<file path="config.mk">
export PLATFORM = sky130hd
export DESIGN_NAME = reminder_alarm_ctrl
export DESIGN_NICKNAME = d
export VERILOG_FILES = /design/src/rtl/reminder_alarm_ctrl.sv
export SDC_FILE = /design/constraint.sdc
export NUM_CORES = 1
export LEC_CHECK = 0
export ABC_CLOCK_PERIOD_IN_PS = 2400
export CORE_MARGIN = 2
export CORE_UTILIZATION = 56
export CTS_BUF_LIST = sky130_fd_sc_hd__clkbuf_2
export CTS_CLUSTER_DIAMETER = 50
export DETAILED_ROUTE_END_ITERATION = 12
export GPL_ROUTABILITY_DRIVEN = 0
export PLACE_DENSITY = 0.82
export SYNTH_ARGS = -nofsm -noshare
export SYNTH_HDL_FRONTEND = slang
export SYNTH_SLANG_ARGS = --single-unit
</file>
<file path="constraint.sdc">
create_clock -name Clk -period 2.4 [get_ports Clk]
set_input_delay 0.48 -clock Clk [delete_from_list [all_inputs] [get_ports Clk]]
set_output_delay 0.48 -clock Clk [all_outputs]
set_load 0.02 [all_outputs]
</file>
<file path="src/rtl/reminder_alarm_ctrl.sv">
// Medication reminder controller: counts down a programmable interval in
// seconds, raises an alarm, and counts doses that time out unacknowledged.
module reminder_alarm_ctrl #(
    parameter int unsigned ACK_TIMEOUT = 60,
    parameter int unsigned IW          = 12
) (
    input  logic          Clk,
    input  logic          Rst,
    input  logic          Tick_1s,
    input  logic          Ack_in,
    input  logic          Start_in,
    input  logic          Stop_in,
    input  logic [IW-1:0] Interval_in,
    output logic          Alarm_out,
    output logic          Missed_pulse,
    output logic [3:0]    Missed_cnt,
    output logic [IW-1:0] Remaining
);

    localparam logic [7:0] AckTo = 8'(ACK_TIMEOUT);

    typedef enum logic [1:0] {
        S_Idle  = 2'd0,
        S_Count = 2'd1,
        S_Alarm = 2'd2
    } state_e;

    state_e        state_q, state_d;
    logic [IW-1:0] interval_q, interval_d;
    logic [IW-1:0] remaining_q, remaining_d;
    logic [7:0]    to_cnt_q, to_cnt_d;
    logic          alarm_q, alarm_d;
    logic          missed_pulse_q, missed_pulse_d;
    logic [3:0]    missed_cnt_q, missed_cnt_d;

    logic load_ok;
    logic tick_last;
    logic timed_out;

    // A zero interval never arms the reminder.
    assign load_ok   = Start_in && (Interval_in != '0);
    assign tick_last = Tick_1s && (remaining_q == IW'(1));
    assign timed_out = Tick_1s && ((to_cnt_q + 8'd1) == AckTo);

    // State and registered outputs, synchronous reset.
    always_ff @(posedge Clk) begin
        if (Rst) begin
            state_q        <= S_Idle;
            interval_q     <= '0;
            remaining_q    <= '0;
            to_cnt_q       <= '0;
            alarm_q        <= 1'b0;
            missed_pulse_q <= 1'b0;
            missed_cnt_q   <= '0;
        end else begin
            state_q        <= state_d;
            interval_q     <= interval_d;
            remaining_q    <= remaining_d;
            to_cnt_q       <= to_cnt_d;
            alarm_q        <= alarm_d;
            missed_pulse_q <= missed_pulse_d;
            missed_cnt_q   <= missed_cnt_d;
        end
    end

    // Next-state logic; priority Stop > Start > Ack > Tick.
    always_comb begin
        state_d = state_q;
        if (Stop_in) begin
            state_d = S_Idle;
        end else begin
            case (state_q)
                S_Idle: begin
                    if (load_ok) state_d = S_Count;
                end
                S_Count: begin
                    if (Start_in)       state_d = load_ok ? S_Count : S_Idle;
                    else if (tick_last) state_d = S_Alarm;
                end
                S_Alarm: begin
                    if (Start_in)                   state_d = load_ok ? S_Count : S_Idle;
                    else if (Ack_in || timed_out)   state_d = S_Count;
                end
                default: state_d = S_Idle;
            endcase
        end
    end

    // Datapath and output next values.
    always_comb begin
        interval_d     = interval_q;
        remaining_d    = remaining_q;
        to_cnt_d       = to_cnt_q;
        alarm_d        = alarm_q;
        missed_pulse_d = 1'b0;
        missed_cnt_d   = missed_cnt_q;
        if (Stop_in) begin
            // Missed count survives a stop; everything else is cleared.
            interval_d  = '0;
            remaining_d = '0;
            to_cnt_d    = '0;
            alarm_d     = 1'b0;
        end else begin
            case (state_q)
                S_Idle: begin
                    if (load_ok) begin
                        interval_d  = Interval_in;
                        remaining_d = Interval_in;
                        to_cnt_d    = '0;
                    end
                end
                S_Count, S_Alarm: begin
                    if (Start_in) begin
                        interval_d  = Interval_in;
                        remaining_d = Interval_in;
                        to_cnt_d    = '0;
                        alarm_d     = 1'b0;
                    end else if (state_q == S_Count) begin
                        // Ack has no meaning while counting, so a tick still applies.
                        if (Tick_1s && (remaining_q != '0)) begin
                            remaining_d = remaining_q - IW'(1);
                            if (tick_last) begin
                                alarm_d  = 1'b1;
                                to_cnt_d = '0;
                            end
                        end
                    end else if (Ack_in) begin
                        // An ack on the timing-out tick still counts as acknowledged.
                        alarm_d     = 1'b0;
                        remaining_d = interval_q;
                        to_cnt_d    = '0;
                    end else if (timed_out) begin
                        alarm_d        = 1'b0;
                        missed_pulse_d = 1'b1;
                        if (missed_cnt_q != 4'hF) missed_cnt_d = missed_cnt_q + 4'd1;
                        remaining_d    = interval_q;
                        to_cnt_d       = '0;
                    end else if (Tick_1s) begin
                        to_cnt_d = to_cnt_q + 8'd1;
                    end
                end
                default: begin
                    interval_d   = '0;
                    remaining_d  = '0;
                    to_cnt_d     = '0;
                    alarm_d      = 1'b0;
                    missed_cnt_d = '0;
                end
            endcase
        end
    end

    assign Alarm_out    = alarm_q;
    assign Missed_pulse = missed_pulse_q;
    assign Missed_cnt   = missed_cnt_q;
    assign Remaining    = remaining_q;

endmodule

</file>
After elaboration in Yosys (flattened, before gate mapping)
Index checks and enable logic that the tools add are counted.
{ "classes": {"n_mux": 39, "n_eq_ne": 18, "n_addsub": 3, "reduce_logical": 17, "bitwise_logic": 3} }
{ "ops": {"columns": ["operator", "n"], "rows": [
  ["12-bit two-way mux", 7],
  ["8-bit two-way mux", 8],
  ["12-bit one-hot mux with 2 select lines", 2],
  ["12-bit nonzero test", 2],
  ["4-bit two-way mux", 5],
  ["8-bit one-hot mux with 2 select lines", 1],
  ["2-bit inequality test, second input constant", 7],
  ["12-bit by 1-bit equality test with 1-bit output, second input constant", 1],
  ["4-bit inequality test, second input constant", 3],
  ["12-bit by 1-bit subtractor with 12-bit output, second input constant", 1],
  ["2-bit two-way mux", 5],
  ["8-bit by 1-bit adder with 8-bit output, second input constant", 1],
  ["8-bit by 6-bit equality test with 1-bit output, second input constant", 1],
  ["1-bit two-way mux", 8],
  ["4-bit one-hot mux with 2 select lines", 1],
  ["4-bit AND reduction", 2],
  ["7-bit AND reduction", 1],
  ["3-bit inequality test, second input constant", 2],
  ["6-bit inequality test, second input constant", 1],
  ["2-bit one-hot mux with 3 select lines", 1],
  ["3-bit AND reduction", 2],
  ["6-bit OR reduction", 1],
  ["5-bit inequality test, second input constant", 1],
  ["4-bit by 1-bit adder with 4-bit output, second input constant", 1],
  ["other kinds (9)", 15]
]} }
{ "word_totals": {"elab_cells": 87, "ff_bits": 40} }

Longest topological paths before layout
{ "logic_depth": {"word_depth": 8, "depth_mapped": 9, "mapped_depth_nobuf": 8} }

Least setup slack after synthesis
Ideal clock, no wire load.
{ "synth_timing": {"kind": "register to register", "startpoint": "register to_cnt_q[0]", "endpoint": "register remaining_q[6] (netlist: Remaining[6])", "path_stages_with_launch": 9, "setup_slack_ns": 0.239, "arrival_ns": 2.044, "path_buffers": 1, "t_required_ns": 2.283, "period_less_slack_ns": 2.161, "cell_sequence": "dfxtp_1 -> ha_1 -> a21o_1 -> a211o_1 -> a221o_2 -> a21boi_4 -> buf_6 -> nand2_1 -> a32o_1"} }
{ "synth_between": {"elab_chain_len": 5} }
{ "synth_lines": {"columns": ["element", "line_no", "text"], "rows": [
  ["start: declaration", "31", "logic [7:0] to_cnt_q, to_cnt_d;"],
  ["start signal: assignment", "59", "to_cnt_q <= to_cnt_d;"],
  ["8-bit by 1-bit adder with 8-bit output", "43", "assign timed_out = Tick_1s && ((to_cnt_q + 8'd1) == AckTo);"],
  ["8-bit by 6-bit equality test with 1-bit output", "43", null],
  ["1-bit logical AND", "43", null],
  ["5-bit inequality test (no line)", null, null],
  ["3-bit AND reduction (no line)", null, null],
  ["end signal: assignment", "58", "remaining_q <= remaining_d;"],
  ["end: declaration", "30", "logic [IW-1:0] remaining_q, remaining_d;"]
]} }
No other way between the ends.
A chain may end at the register's enable or synchronous reset.

Worst setup path in the final report
Ends and elaborated chain as after synthesis.

==> summary.md <==
| Metric | Value |
|---|---|
| Post-route setup TNS | 0 ps |
| R2R setup slack | 140 ps |
| Die Span X | 70.0 um |
| Initial antenna violation count | 0 |
| EDFF count, synth | 0 |
| FF-to-FF End | Remaining[6]$_SDFFE_PP0P_ |
| Via count | 2517 |
| Min-delay src | interval_q[0]$_SDFFE_PP0P_ |
| Max FO, Critical Path | 12 |
| Critical Path AT | 2580 ps |
| Yosys warns | 0 |
| Min-Delay Endpoint | interval_q[0]$_SDFFE_PP0P_ |
| Grt total ovfl | 0 |
| CTS H-tree lvls | 2 |
| Ports | 36 |
| Layout fillers | 317 |
| CTS sink cnt | 40 |
| Design Power | 1.39 mW |
| Status | finished, final reports clean |
| Pre-CTS WS | -81.7 ps |
| Initial Utilization | 59.7% |
| Crit end category | flip-flop |
| Reg-to-reg startpoint | to_cnt_q[0]$_SDFFE_PP0P_ |
| Max_cap viols | 0 |
| Hold Crit Class | flip-flop to flip-flop |
| Die ar. | 0.00490 mm2 |
| Final Hold Fails | 0 |
| Rows | 23 |
| Post-synth cell types | 52 |
| Clk_skew | 21.9 ps |
| R2R depth | 8 |
| Kind of critical path | flip-flop to flip-flop |
| F_max | 443 MHz |
| Final Setup Violations | 0 |
| Antenna-violating nets left | 0 |
| Nets@finish | 395 |
| First-pass iteration count of the detailed router | 5 |
| Worst slew pin tran | 744 ps |
| Clock Latency Late Sink | 400 ps |
| GR Util All Layers | 27.7% |
| Max Slew Vio Count | 0 |
| Share of cells above drive strength 1 | 16.6% |
| Worst hold path cell count | 2 |
| Most common cell after layout, fill and taps aside | buf_4 |
| Buffers on Ports | 35 |
| Post-Syn Area | 0.00244 mm2 |
| Post-CTS Repair Setup Buffers | 0 |
| CTS tree | done |
| Synth-to-Final Area Change | 28.2% |
| Final worst slack | 140 ps |
| Slew headroom | 50.2% |
| Multi-input logic area | 0.00154 mm2 |
| Async SR Flop Fraction | 0% |
| Avg Cell Area, Syn | 8.10 um2 |
| Drt total wl | 6500 um |
| Clk slew on worst S/H paths | 230 ps |
| Launch point of the worst path | to_cnt_q[0]$_SDFFE_PP0P_ |
| Unrepaired setup endpoints after global routing | no |
| Most frequent cells in the layout | buf_4, dfxtp_1, clkdlybuf4s50_1 |
| Post-Layout Cell Count | 417 |
| Final period utilization | 94.2% |
| Die span in y | 70.0 um |
| Final Critical Period | 2260 ps |
| Final hold slack | 470 ps |
| Post-DP HPWL | 4950 um |
| First-pass GRT wire length | 11200 um |
| P per Cell Area | 446 mW/mm2 |
| Sequential area share after synthesis | 32.8% |
| Predominant post-synthesis flop cell | dfxtp_1 |
| Synthesized Nets | 330 |
| Worst path required time | 2720 ps |
| Vias in the first global route | 2319 |
| Core Area | 0.00409 mm2 |
| Cts bufs inserted | 5 |
| Largest net degree at the start of global routing | 21 |
| Placed insts | 409 |
| Leakage | 1.24 nW |
| Register Area | 805 um2 |
| Routed len/inst | 15.6 um |
| Maximum vdd drop | 0.000257 V |
| Vias/cell | 6.04 |
| Syn Inst Count | 301 |
| Root Driver | clkbuf_2 |
| Drt initial violations | 284 |
| Drc violations | 0 |
| CTS Buffer Depth | 2 |
| CP Launch Type | flip-flop |
| Antenna cell count | 0 |
| FF+latch count, synth | 40 |
flip-flops by register name (all words and copies together), names as in the netlist:
| register | cells |
|---|---|
| Alarm_out | 1 |
| state_q | 2 |
| Missed_pulse | 1 |
| Remaining | 12 |
| interval_q | 12 |
| to_cnt_q | 8 |
| Missed_cnt | 4 |
critical path: stages, from the launching register on:
cell and delay [ps]:
dfxtp_2 380, ha_2 210, a21o_1 160, a211o_1 280, a221o_2 410, a21boi_4 240
buf_6 180, nand2_1 60, a32o_1 250
per-stage QoR:
| step | cell area, um2 | utilization, % |
|---|---|---|
| global placement | 3080 | 75.3 |
| CTS | 3110 | 76.2 |
| global route | 3130 | 76.5 |
| finish | 3130 | 76.5 |
| floorplan | 2440 | - |
| detailed placement | 3080 | 75.3 |
worst max-delay path by stage:
| stage | endpoint | slack (ps) | depth (start not counted) |
|---|---|---|---|
| after floorplan | Remaining[6]$_SDFFE_PP0P_ | 240 | 8 |
| after global placement | Remaining[10]$_SDFFE_PP0P_ | -70 | 8 |
| after detailed placement | Remaining[10]$_SDFFE_PP0P_ | -80 | 8 |
| after CTS | Remaining[6]$_SDFFE_PP0P_ | 40 | 8 |
| after global routing | Remaining[6]$_SDFFE_PP0P_ | 10 | 9 |
| final | Remaining[6]$_SDFFE_PP0P_ | 140 | 8 |
layer usage:
layer | track usage, % | wire length [um] | vias to the layer above
met3 | 6.20 | 492 | 5
met5 | 0 | 0 | -
met2 | 41.7 | 2930 | 95
met4 | 6.84 | 37 | 0
li1 | - | - | 1252
met1 | 40.2 | 3050 | 1165
what timing repair did:
| action | in CTS | in global routing |
|---|---|---|
| hold buffers | 0 | 0 |
| endpoints found under the setup margin | 0 | 9 |
| gates resized for setup | 0 | 6 |
kinds of logic after synthesis:
group,count (synthesis),synth area share (%)
AO/OA/AOI/OAI,89,26.5
XOR/XNOR,8,2.87
adder cells (fa/ha/maj),11,5.64
buffers and inverters,26,4.36
flip-flops,40,32.8
multiplexers,3,1.23
AND/OR/NAND/NOR,124,26.5
synthesized netlist by cell type, types with 8 or more instances:
cell type | count | share of area, %
a21oi_1 | 26 | 5.3
clkbuf_1 | 13 | 2.0
dfxtp_1 | 40 | 33
ha_1 | 11 | 5.6
inv_1 | 10 | 1.5
nand2_1 | 29 | 4.5
nand3b_1 | 11 | 3.4
nor2_1 | 29 | 4.5
nor3_1 | 8 | 1.6
layout make-up:
| cell class | instances | share of cell area (%) |
|---|---|---|
| timing repair buffer | 74 | 20.7 |
| clock buffer | 5 | 0.800 |
| inverter | 10 | 1.20 |
| tap | 50 | 2.00 |
| clock inverter | 3 | 0.440 |
| multi-input combinational | 235 | 49.1 |
| sequential | 40 | 25.7 |
report_power, final:
group | total, mW | leakage, nW | internal, mW | switching [mW]
Sequential | 0.709 | 0.326 | 0.686 | 0.0225
Clock | 0.299 | 0.0302 | 0.0655 | 0.233
Combinational | 0.386 | 0.881 | 0.178 | 0.208
Note: power is estimated with default switching activity, not from simulation.
